===== config.mk =====
export PLATFORM = sky130hd
export DESIGN_NAME = sobel_stream_processor
export DESIGN_NICKNAME = d
export VERILOG_FILES = /design/src/rtl/sobel_pkg.sv /design/src/rtl/sobel_line_buffer.sv /design/src/rtl/sobel_stream_processor.sv
export SDC_FILE = /design/constraint.sdc
export NUM_CORES = 2
export LEC_CHECK = 0
export CAP_MARGIN = 20
export CORE_UTILIZATION = 35
export CTS_CLUSTER_SIZE = 25
export DETAILED_ROUTE_END_ITERATION = 6
export DONT_BUFFER_PORTS = 1
export PLACE_DENSITY_LB_ADDON = 0.2
export RECOVER_POWER = 100
export SYNTH_ARGS = -nofsm -noshare
export SYNTH_HDL_FRONTEND = slang
export SYNTH_SLANG_ARGS = --single-unit

===== constraint.sdc =====
create_clock -name clk -period 14.6 [get_ports clk]
set_input_delay 2.19 -clock clk [delete_from_list [all_inputs] [get_ports clk]]
set_output_delay 2.19 -clock clk [all_outputs]
set_load 0.01 [all_outputs]

===== src/rtl/sobel_pkg.sv =====
// Shared types and helpers for the streaming Sobel edge detector.
package sobel_pkg;

   typedef enum logic [1:0] {
      ST_IDLE  = 2'd0,
      ST_RUN   = 2'd1,
      ST_DRAIN = 2'd2
   } sobel_state_t;

   // Guard bits on top of the pixel width for signed Sobel sums (GRAD_W = PIX_W + 3)
   localparam int unsigned GRAD_GUARD_W = 3;

   function automatic logic [31:0] sat_u(input logic [31:0] val, input logic [31:0] max_val);
      return (val > max_val) ? max_val : val;
   endfunction

endpackage


===== src/rtl/sobel_line_buffer.sv =====
// One image line of pixel storage; combinational read of the old value, write of the new one on the same strobe.
module sobel_line_buffer
   import sobel_pkg::*;
#(
   parameter int unsigned DEPTH = 224,
   parameter int unsigned WIDTH = 8,
   parameter int unsigned AW    = 8
) (
   input  logic             clk,
   input  logic             i_wr_en,
   input  logic [AW-1:0]    i_addr,
   input  logic [WIDTH-1:0] i_wdata,
   output logic [WIDTH-1:0] o_rdata_c
);

   logic [WIDTH-1:0] r_mem [DEPTH];

   assign o_rdata_c = r_mem[i_addr];

   always_ff @(posedge clk) begin
      if (i_wr_en) r_mem[i_addr] <= i_wdata;
   end

endmodule


===== src/rtl/sobel_stream_processor.sv =====
// Streaming 3x3 Sobel edge detector with line buffers, global stall and frame FSM.
// Define SOBEL_THRESH_EN for binary output (mag >= THRESH -> all ones).
module sobel_stream_processor
   import sobel_pkg::*;
#(
   parameter int unsigned IMG_W  = 224,
   parameter int unsigned IMG_H  = 224,
   parameter int unsigned PIX_W  = 8,
   parameter int unsigned THRESH = 128
) (
   input  logic             clk,
   input  logic             rst_n,
   input  logic             start,
   input  logic             in_valid,
   output logic             in_ready,
   input  logic [PIX_W-1:0] in_pix,
   output logic             out_valid,
   input  logic             out_ready,
   output logic [PIX_W-1:0] out_pix,
   output logic             out_last,
   output logic             busy,
   output logic             finished
);

   localparam int unsigned GRAD_W = PIX_W + GRAD_GUARD_W;
   localparam int unsigned COL_W  = $clog2(IMG_W);
   localparam int unsigned ROW_W  = $clog2(IMG_H);
   localparam logic [PIX_W-1:0] PIX_MAX = '1;

   if (IMG_W < 3 || IMG_H < 3 || THRESH > ((1 << GRAD_W) - 1)) begin : g_param_check
      $error("sobel_stream_processor: invalid parameter set");
   end

   sobel_state_t              r_state;
   logic [COL_W-1:0]          r_col;
   logic [ROW_W-1:0]          r_row;
   logic [PIX_W-1:0]          r_cols [3][2];
   logic signed [GRAD_W-1:0]  r_gx, r_gy;
   logic                      r_s1_valid, r_s1_last;
   logic [PIX_W-1:0]          r_out_pix;
   logic                      r_out_valid, r_out_last, r_busy, r_finished;

   logic                      w_adv, w_accept, w_col_end, w_row_end, w_gen;
   logic [PIX_W-1:0]          w_lb1, w_lb2;
   logic [PIX_W-1:0]          w_n [3][3];
   logic signed [GRAD_W-1:0]  w_gx, w_gy;
   logic [GRAD_W-1:0]         w_mag;
   logic [PIX_W-1:0]          w_res;

   function automatic logic [GRAD_W-1:0] wsum(input logic [PIX_W-1:0] a, input logic [PIX_W-1:0] b,
                                              input logic [PIX_W-1:0] c);
      return GRAD_W'(a) + (GRAD_W'(b) << 1) + GRAD_W'(c);
   endfunction

   function automatic logic [GRAD_W-1:0] absv(input logic signed [GRAD_W-1:0] v);
      return v[GRAD_W-1] ? $unsigned(-v) : $unsigned(v);
   endfunction

   assign w_adv     = !r_out_valid || out_ready;
   assign in_ready  = w_adv && (r_state == ST_RUN);
   assign w_accept  = in_valid && in_ready;
   assign w_col_end = (r_col == COL_W'(IMG_W - 1));
   assign w_row_end = (r_row == ROW_W'(IMG_H - 1));
   assign w_gen     = w_accept && (r_row >= ROW_W'(2)) && (r_col >= COL_W'(2));

   // lb1 holds row r-1, lb2 holds row r-2; lb1's old value cascades into lb2
   sobel_line_buffer #(.DEPTH(IMG_W), .WIDTH(PIX_W), .AW(COL_W)) u_lb1 (
      .clk(clk), .i_wr_en(w_accept), .i_addr(r_col), .i_wdata(in_pix), .o_rdata_c(w_lb1)
   );
   sobel_line_buffer #(.DEPTH(IMG_W), .WIDTH(PIX_W), .AW(COL_W)) u_lb2 (
      .clk(clk), .i_wr_en(w_accept), .i_addr(r_col), .i_wdata(w_lb1), .o_rdata_c(w_lb2)
   );

   // Window as it stands once the incoming column is shifted in: [row r-2..r][col c-2..c]
   always_comb begin
      for (int i = 0; i < 3; i++) begin
         w_n[i][0] = r_cols[i][0];
         w_n[i][1] = r_cols[i][1];
      end
      w_n[0][2] = w_lb2;
      w_n[1][2] = w_lb1;
      w_n[2][2] = in_pix;
   end

   assign w_gx  = $signed(wsum(w_n[0][2], w_n[1][2], w_n[2][2]) - wsum(w_n[0][0], w_n[1][0], w_n[2][0]));
   assign w_gy  = $signed(wsum(w_n[2][0], w_n[2][1], w_n[2][2]) - wsum(w_n[0][0], w_n[0][1], w_n[0][2]));
   assign w_mag = absv(r_gx) + absv(r_gy);

`ifdef SOBEL_THRESH_EN
   assign w_res = (w_mag >= GRAD_W'(THRESH)) ? PIX_MAX : '0;
`else
   assign w_res = PIX_W'(sat_u(32'(w_mag), 32'(PIX_MAX)));
`endif

   always_ff @(posedge clk or negedge rst_n) begin
      if (!rst_n) begin
         r_state     <= ST_IDLE;
         r_col       <= '0;
         r_row       <= '0;
         r_busy      <= 1'b0;
         r_finished  <= 1'b0;
         r_gx        <= '0;
         r_gy        <= '0;
         r_s1_valid  <= 1'b0;
         r_s1_last   <= 1'b0;
         r_out_pix   <= '0;
         r_out_valid <= 1'b0;
         r_out_last  <= 1'b0;
         for (int i = 0; i < 3; i++) begin
            r_cols[i][0] <= '0;
            r_cols[i][1] <= '0;
         end
      end else begin
         r_finished <= 1'b0;
         case (r_state)
            ST_IDLE: begin
               if (start) begin
                  r_col   <= '0;
                  r_row   <= '0;
                  r_busy  <= 1'b1;
                  r_state <= ST_RUN;
               end
            end
            ST_RUN: begin
               if (w_accept && w_col_end && w_row_end) r_state <= ST_DRAIN;
            end
            ST_DRAIN: begin
               // Last output is only ever in S2 with S1 already empty
               if (r_out_valid && out_ready && r_out_last) begin
                  r_busy     <= 1'b0;
                  r_finished <= 1'b1;
                  r_state    <= ST_IDLE;
               end
            end
            default: r_state <= ST_IDLE;
         endcase

         if (w_accept) begin
            r_col <= w_col_end ? '0 : r_col + COL_W'(1);
            if (w_col_end) r_row <= w_row_end ? '0 : r_row + ROW_W'(1);
            for (int i = 0; i < 3; i++) begin
               r_cols[i][0] <= w_n[i][1];
               r_cols[i][1] <= w_n[i][2];
            end
         end

         if (w_adv) begin
            r_s1_valid  <= w_gen;
            r_s1_last   <= w_gen && w_col_end && w_row_end;
            r_gx        <= w_gx;
            r_gy        <= w_gy;
            r_out_valid <= r_s1_valid;
            r_out_last  <= r_s1_last;
            if (r_s1_valid) r_out_pix <= w_res;
         end
      end
   end

   assign out_valid = r_out_valid;
   assign out_pix   = r_out_pix;
   assign out_last  = r_out_last;
   assign busy      = r_busy;
   assign finished  = r_finished;

endmodule


* Yosys cells after proc, flatten, opt, wreduce, memory -nomap -nowiden
Memories as Yosys holds them, arrays and structs flattened.
Cells that the tools add are included.
** Cells by class
- Add/subtract/negate cells :: 15
- Magnitude comparators :: 3
- Eq/ne operators :: 7
- Muxes and demuxes :: 23
- Reduce and logical (&&, ||, !) cells :: 20
** Operators by type and width (count)
- 2-to-1 mux 8 bit :: 10
- adder 10 x 8 -> 11 bit :: 4
- adder 8 x 9 -> 10 bit :: 4
- 2-to-1 mux 11 bit :: 2
- negation 11 bit :: 2
- subtractor 11 bit :: 2
- adder 8 x 1 -> 8 bit, second input constant :: 2
- == test 8 bit, second input constant :: 2
- >= comparator 8 x 2 -> 1 bit, second input constant :: 2
- adder 11 bit :: 1
- > comparator 11 x 8 -> 1 bit, second input constant :: 1
- logical AND 1 bit :: 10
- 2-to-1 mux 1 bit :: 6
- 2-to-1 mux 2 bit :: 3
- case mux 2 bit (3 select lines) :: 1
- AND reduction 3 bit :: 2
- nonzero test 2 bit :: 3
- inequality test 2 bit, second input constant :: 2
- AND reduction 2 bit :: 2
- == test 2 x 1 -> 1 bit, second input constant :: 1
- == test 2 bit, second input constant :: 1
- logical NOT 2 bit :: 1
- inequality test 2 x 1 -> 1 bit, second input constant :: 1
- case mux 1 bit (2 select lines) :: 1
- 2 further kinds :: 2
** Word-level totals
- Flip-flop bits (word level) :: 102
- Memory bits (writable) :: 3584
- Input port bits :: 13
- Output and inout port bits :: 13
- Memories :: 2
** Memories
- u_lb1.r_mem :: depth 224, width 8, rd ports 1, clocked after memory_dff 0, write ports 1, RTL line sobel_line_buffer.sv:16 : logic [WIDTH-1:0] r_mem [DEPTH];
- u_lb2.r_mem :: depth 224, width 8, rd ports 1, clocked after memory_dff 0, write ports 1, RTL line sobel_line_buffer.sv:16

* Longest topological paths before layout
- Depth after elaboration :: 8
- Depth in mapped cells :: 27
- Depth with buffers taken out :: 21

* Modules after synthesis
Synthesis repeated with hierarchy kept, for this count alone.
** Unflattened totals
- Cells, all modules :: 6993
- Area, all modules :: 145084.1 um^2
** By module, submodules not included
- sobel_line_buffer :: instances 2, cells an instance 3114, area an instance 68952.4 um^2
- sobel_stream_processor :: instances 1, cells an instance 765, area an instance 7179.4 um^2

* Least setup slack after synthesis
Ideal clock, no wire load.
- Kind :: register to register
- From :: register r_col[1]
- To :: register r_gx[9]
- Library setup time :: 116 ps
- Arrival :: 11989 ps
- Data required time :: 14484 ps
- Setup slack :: 2495 ps
- Cell stages (with the launch flop) :: 24
- Cells stage by stage :: dfrtp_1 > buf_2 > buf_2 > buf_2 > clkbuf_1 > clkbuf_1 > mux4_2 > a31oi_1 > a41o_1 > o211ai_1 > fa_1 > inv_1 > ha_1 > fa_1 > inv_1 > ha_1 > fa_1 > a21o_1 > a21oi_1 > o21bai_1 > a21oi_1 > o21bai_1 > a2111o_1 > o311ai_0
** Between the ends
- Longest elaborated chain between the ends :: 4
- Elaborated cells on any way between the ends :: 5
** Ends and longest elaborated chain
- start, declared :: RTL line sobel_stream_processor.sv:35 : logic [COL_W-1:0] r_col;
- start signal, assigned :: RTL line sobel_stream_processor.sv:139 : r_col <= w_col_end ? '0 : r_col + COL_W'(1);
- memory (224 x 8 bit)
- net u_lb1.o_rdata_c[0] :: RTL line sobel_line_buffer.sv:13 : output logic [WIDTH-1:0] o_rdata_c
- adder 8 x 9 -> 10 bit :: RTL line sobel_stream_processor.sv:52 : return GRAD_W'(a) + (GRAD_W'(b) << 1) + GRAD_W'(c);
- adder 10 x 8 -> 11 bit :: RTL line sobel_stream_processor.sv:52
- subtractor 11 bit :: RTL line sobel_stream_processor.sv:85 : assign w_gx = $signed(wsum(w_n[0][2], w_n[1][2], w_n[2][2]) - wsum(w_n[0][0], w_n[1][0], w_n[2][0]));
- end signal, assigned :: RTL line sobel_stream_processor.sv:150 : r_gx <= w_gx;
- end, declared :: RTL line sobel_stream_processor.sv:38 : logic signed [GRAD_W-1:0] r_gx, r_gy;
The timed path passes the listed nets, and every way through them passes these cells.
A chain may end at the register's enable or synchronous reset.

* Final worst setup path
- From :: register r_col[0]
- To :: register r_gx[9]
Same word-level chain as after synthesis.

==> impl_metrics.ini <==
[run_status]
outcome = finished with violations
failed_checks = capacitance limit, slew limit

[global_routing]
track_usage = 0.206
antenna_found_initial = 18
grt_overflow = 0
grt_first_pass_wirelength_um = 598000
grt_pass1_vias = 72500
grt_max_degree = 228

[placement]
place_congestion = 0.843
place_inst = 12100
port_buffers = 0
hpwl_um = 255000

[drt]
num_vias = 71700
drc = 0
drt_iter0_drc = 8375
routed_wl_um = 434000
ant_nets = 0
avgRoutedWirePerCell_um = 33.8
drt_first_pass_iters = 7
via_per_inst = 5.58

[critical_path]
arrival_ns = 12.43
path_class = reg2reg
critPathMaxFanout = 56
cp-start-kind = flip-flop
max_stage_delay_ns = 2.23
crit_slowest_cell = clkbuf_1
path_cells = clkbuf_1, buf_4, inv_1, mux2i_1, o22ai_1, a21oi_1, a41o_1, o211ai_1, clkbuf_1, fa_1, inv_1, ha_1, fa_1, inv_1, ha_1, fa_1, a21o_1, a21oi_1, o21bai_1, a21oi_1, o21bai_1, a2111o_1, o311ai_0
end_kind = flip-flop
worstPathRequired_ns = 15.41

[synth]
synth-seq-cells = 3686
synth_top_flop_cell = edfxtp_1
synthesis.area_sq_mm = 0.144
netlist_instances = 6631
synth_top_area_frac = 0.746
async_flop_share = 0.0277
synth_commonest_cells = edfxtp_1, mux4_2, nor2_1, nand2_1, mux2i_1
syn-num-nets = 6749
synth.top_cells.by_area = edfxtp_1, mux4_2, dfrtp_1
yosysWarningCount = 0
ys_seq_area_frac = 0.763
synth.distinct_cells = 73
avgSynthCellArea_sq_um = 21.8
synth_area_leader_cell = edfxtp_1
synth_most_common_cell = edfxtp_1
synth_edf_count = 3584

[clocking]
insertion_delay_ns = 1.02
cts_made_buffers = 391
postCtsSetupBuffers = 0
cts_buffer_depth = 4
cts_tree = built
cts.sinks = 3686
htreeDepth = 5
cts_hold_buf = 0
path_clk_slew_ns = 0.06
cts_root_buffer = clkbuf_16
cts_resized = 0

[job]
max_cap_viol_count = 105

[sta]
fmax_mhz = 86.1
relSlewSlack = -2.36
worst_pin_slew_ns = 5.04
fin_skew_ns = 0.0883
finalSetupViolations = 0
drv_slew = 2556
finalCriticalPeriod_ns = 11.62
finalHoldViolCount = 0
rsz0062_at_grt = false
post-route-period-util = 0.796
setup_tns_ns = 0

[die]
rows = 235
dieWidth_um = 644
io_pins = 26
core_sq_mm = 0.410
die_area_sq_mm = 0.415
start_util = 0.352
die_height_um = 644

[cells_and_area]
drive_above_1_share = 0.242
nets = 7178
syn2layout_area_growth_pct = 13.9
fillers = 36400
final_util = 0.401
instances_no_fill = 12900

[pwr]
leakagePower_nw = 50.5
powerDensity_mw_per_mm2 = 209
vdd_drop_max_v = 0.000351

[min_path]
holdCritPathClass = reg2reg
-- final timing paths --
kind                                              from                      to  slack, ns  cells after the start
min in group asynchronous                        rst_n   r_cols[9]$_DFFE_PN0P_       0.93                      0
max in group asynchronous                        rst_n    r_col[3]$_DFFE_PN0P_      13.33                      0
worst min register to register  r_cols[19]$_DFFE_PN0P_  r_cols[27]$_DFFE_PN0P_       0.47                      2
worst min-delay path            r_cols[19]$_DFFE_PN0P_  r_cols[27]$_DFFE_PN0P_       0.47                      2
worst max-delay path              r_col[0]$_DFFE_PN0P_     r_gx[9]$_DFFE_PN0N_       2.98                     23
worst max register to register    r_col[0]$_DFFE_PN0P_     r_gx[9]$_DFFE_PN0N_       2.98                     23
-- critical path: cells and delay by family, from the launching register on --
family,cells,cell delay [ns]
compound gates,11,2.34
fa+ha+maj,5,2.15
buf+inv,6,5.71
flops,1,0.89
mux,1,0.26
-- stage by stage --
| stage | instance area [sq um] | hold slack [ns] | power [mW] | worst slack [ns] |
|---|---|---|---|---|
| floorplan | 144000 | 0.435 | 21.0 | 2.49 |
| CTS | 166000 | 0.468 | 34.4 | 5.10 |
| global route | 164000 | 0.491 | 35.8 | 2.50 |
| finish | 164000 | 0.467 | 34.4 | 2.98 |
| global placement | 153000 | 0.447 | 24.6 | 4.92 |
| detailed placement | 153000 | 0.452 | 24.7 | 5.20 |
-- per-layer routing --
layer | GRT usage | vias up | routed length, um
li1 | - | 28600 | -
met1 | 0.286 | 39500 | 181000
met2 | 0.322 | 2880 | 201000
met3 | 0.0402 | 701 | 33500
met4 | 0.0739 | 2 | 17900
met5 | 0 | - | 13
-- power by group --
group          leakage [nW]  switching [mW]  total [mW]  internal, mW
sequential             33.5           0.177        13.8          13.6
clock                  6.03            4.18        9.71          5.54
combinational          10.9            7.14        10.9          3.75
-- cell type report --
cell class / instances / area (sq um) / area share
Inverter: 123 / 462 / 0.00281
Tap cell: 5451 / 6820 / 0.0415
Clock buffer: 482 / 10300 / 0.0625
Clock inverter: 229 / 2130 / 0.0129
Multi-Input combinational cell: 2480 / 32400 / 0.197
Timing Repair Buffer: 378 / 2150 / 0.0130
Sequential cell: 3686 / 110000 / 0.670
Antenna cell: 22 / 55.1 / 0.000335
-- sequential cells by signal, indices dropped and copies added (netlist names), 2 cells and up --
name         cells
out_pix          8
r_col            8
r_cols          48
r_gx            11
r_gy            11
r_row            8
r_state          2
u_lb1.r_mem   1792
u_lb2.r_mem   1792
-- logic make-up (layout without fill, tap and decap cells) --
logic type | count (synthesis) | count (layout) | synth area share
AOI/OAI and AO/OA | 474 | 474 | 0.0224
xor gates and xnor gates | 35 | 35 | 0.00212
adders and majority gates | 105 | 105 | 0.0124
buffers and inverters | 465 | 1212 | 0.0153
DFF | 3686 | 3686 | 0.763
muxes | 1161 | 1161 | 0.163
other | 0 | 22 | 0
and+or+nand+nor | 705 | 705 | 0.0215
-- cells in the final DEF, fill, tap and decap left out, types with 17 or more instances in the layout --
cell and instances:
o22ai_1 74, xnor2_1 29, clkinv_1 105, mux2_2 35, inv_1 120, clkinv_2 58
o21ai_0 78, dfrtp_1 96, a211oi_1 17, a22oi_1 81, nor2_2 112, buf_4 101
mux4_2 950, a22o_1 27, bufinv_16 30, nand3_1 41, nor2_1 172, nor3_1 23
ha_1 42, clkbuf_1 332, a221oi_1 26, a21oi_1 62, diode_2 22, nand2_1 230
clkbuf_16 395, nor2b_1 18, a31oi_1 21, edfxtp_1 3584, mux2i_1 176, fa_1 63
Power figures use the tool's default switching activity.
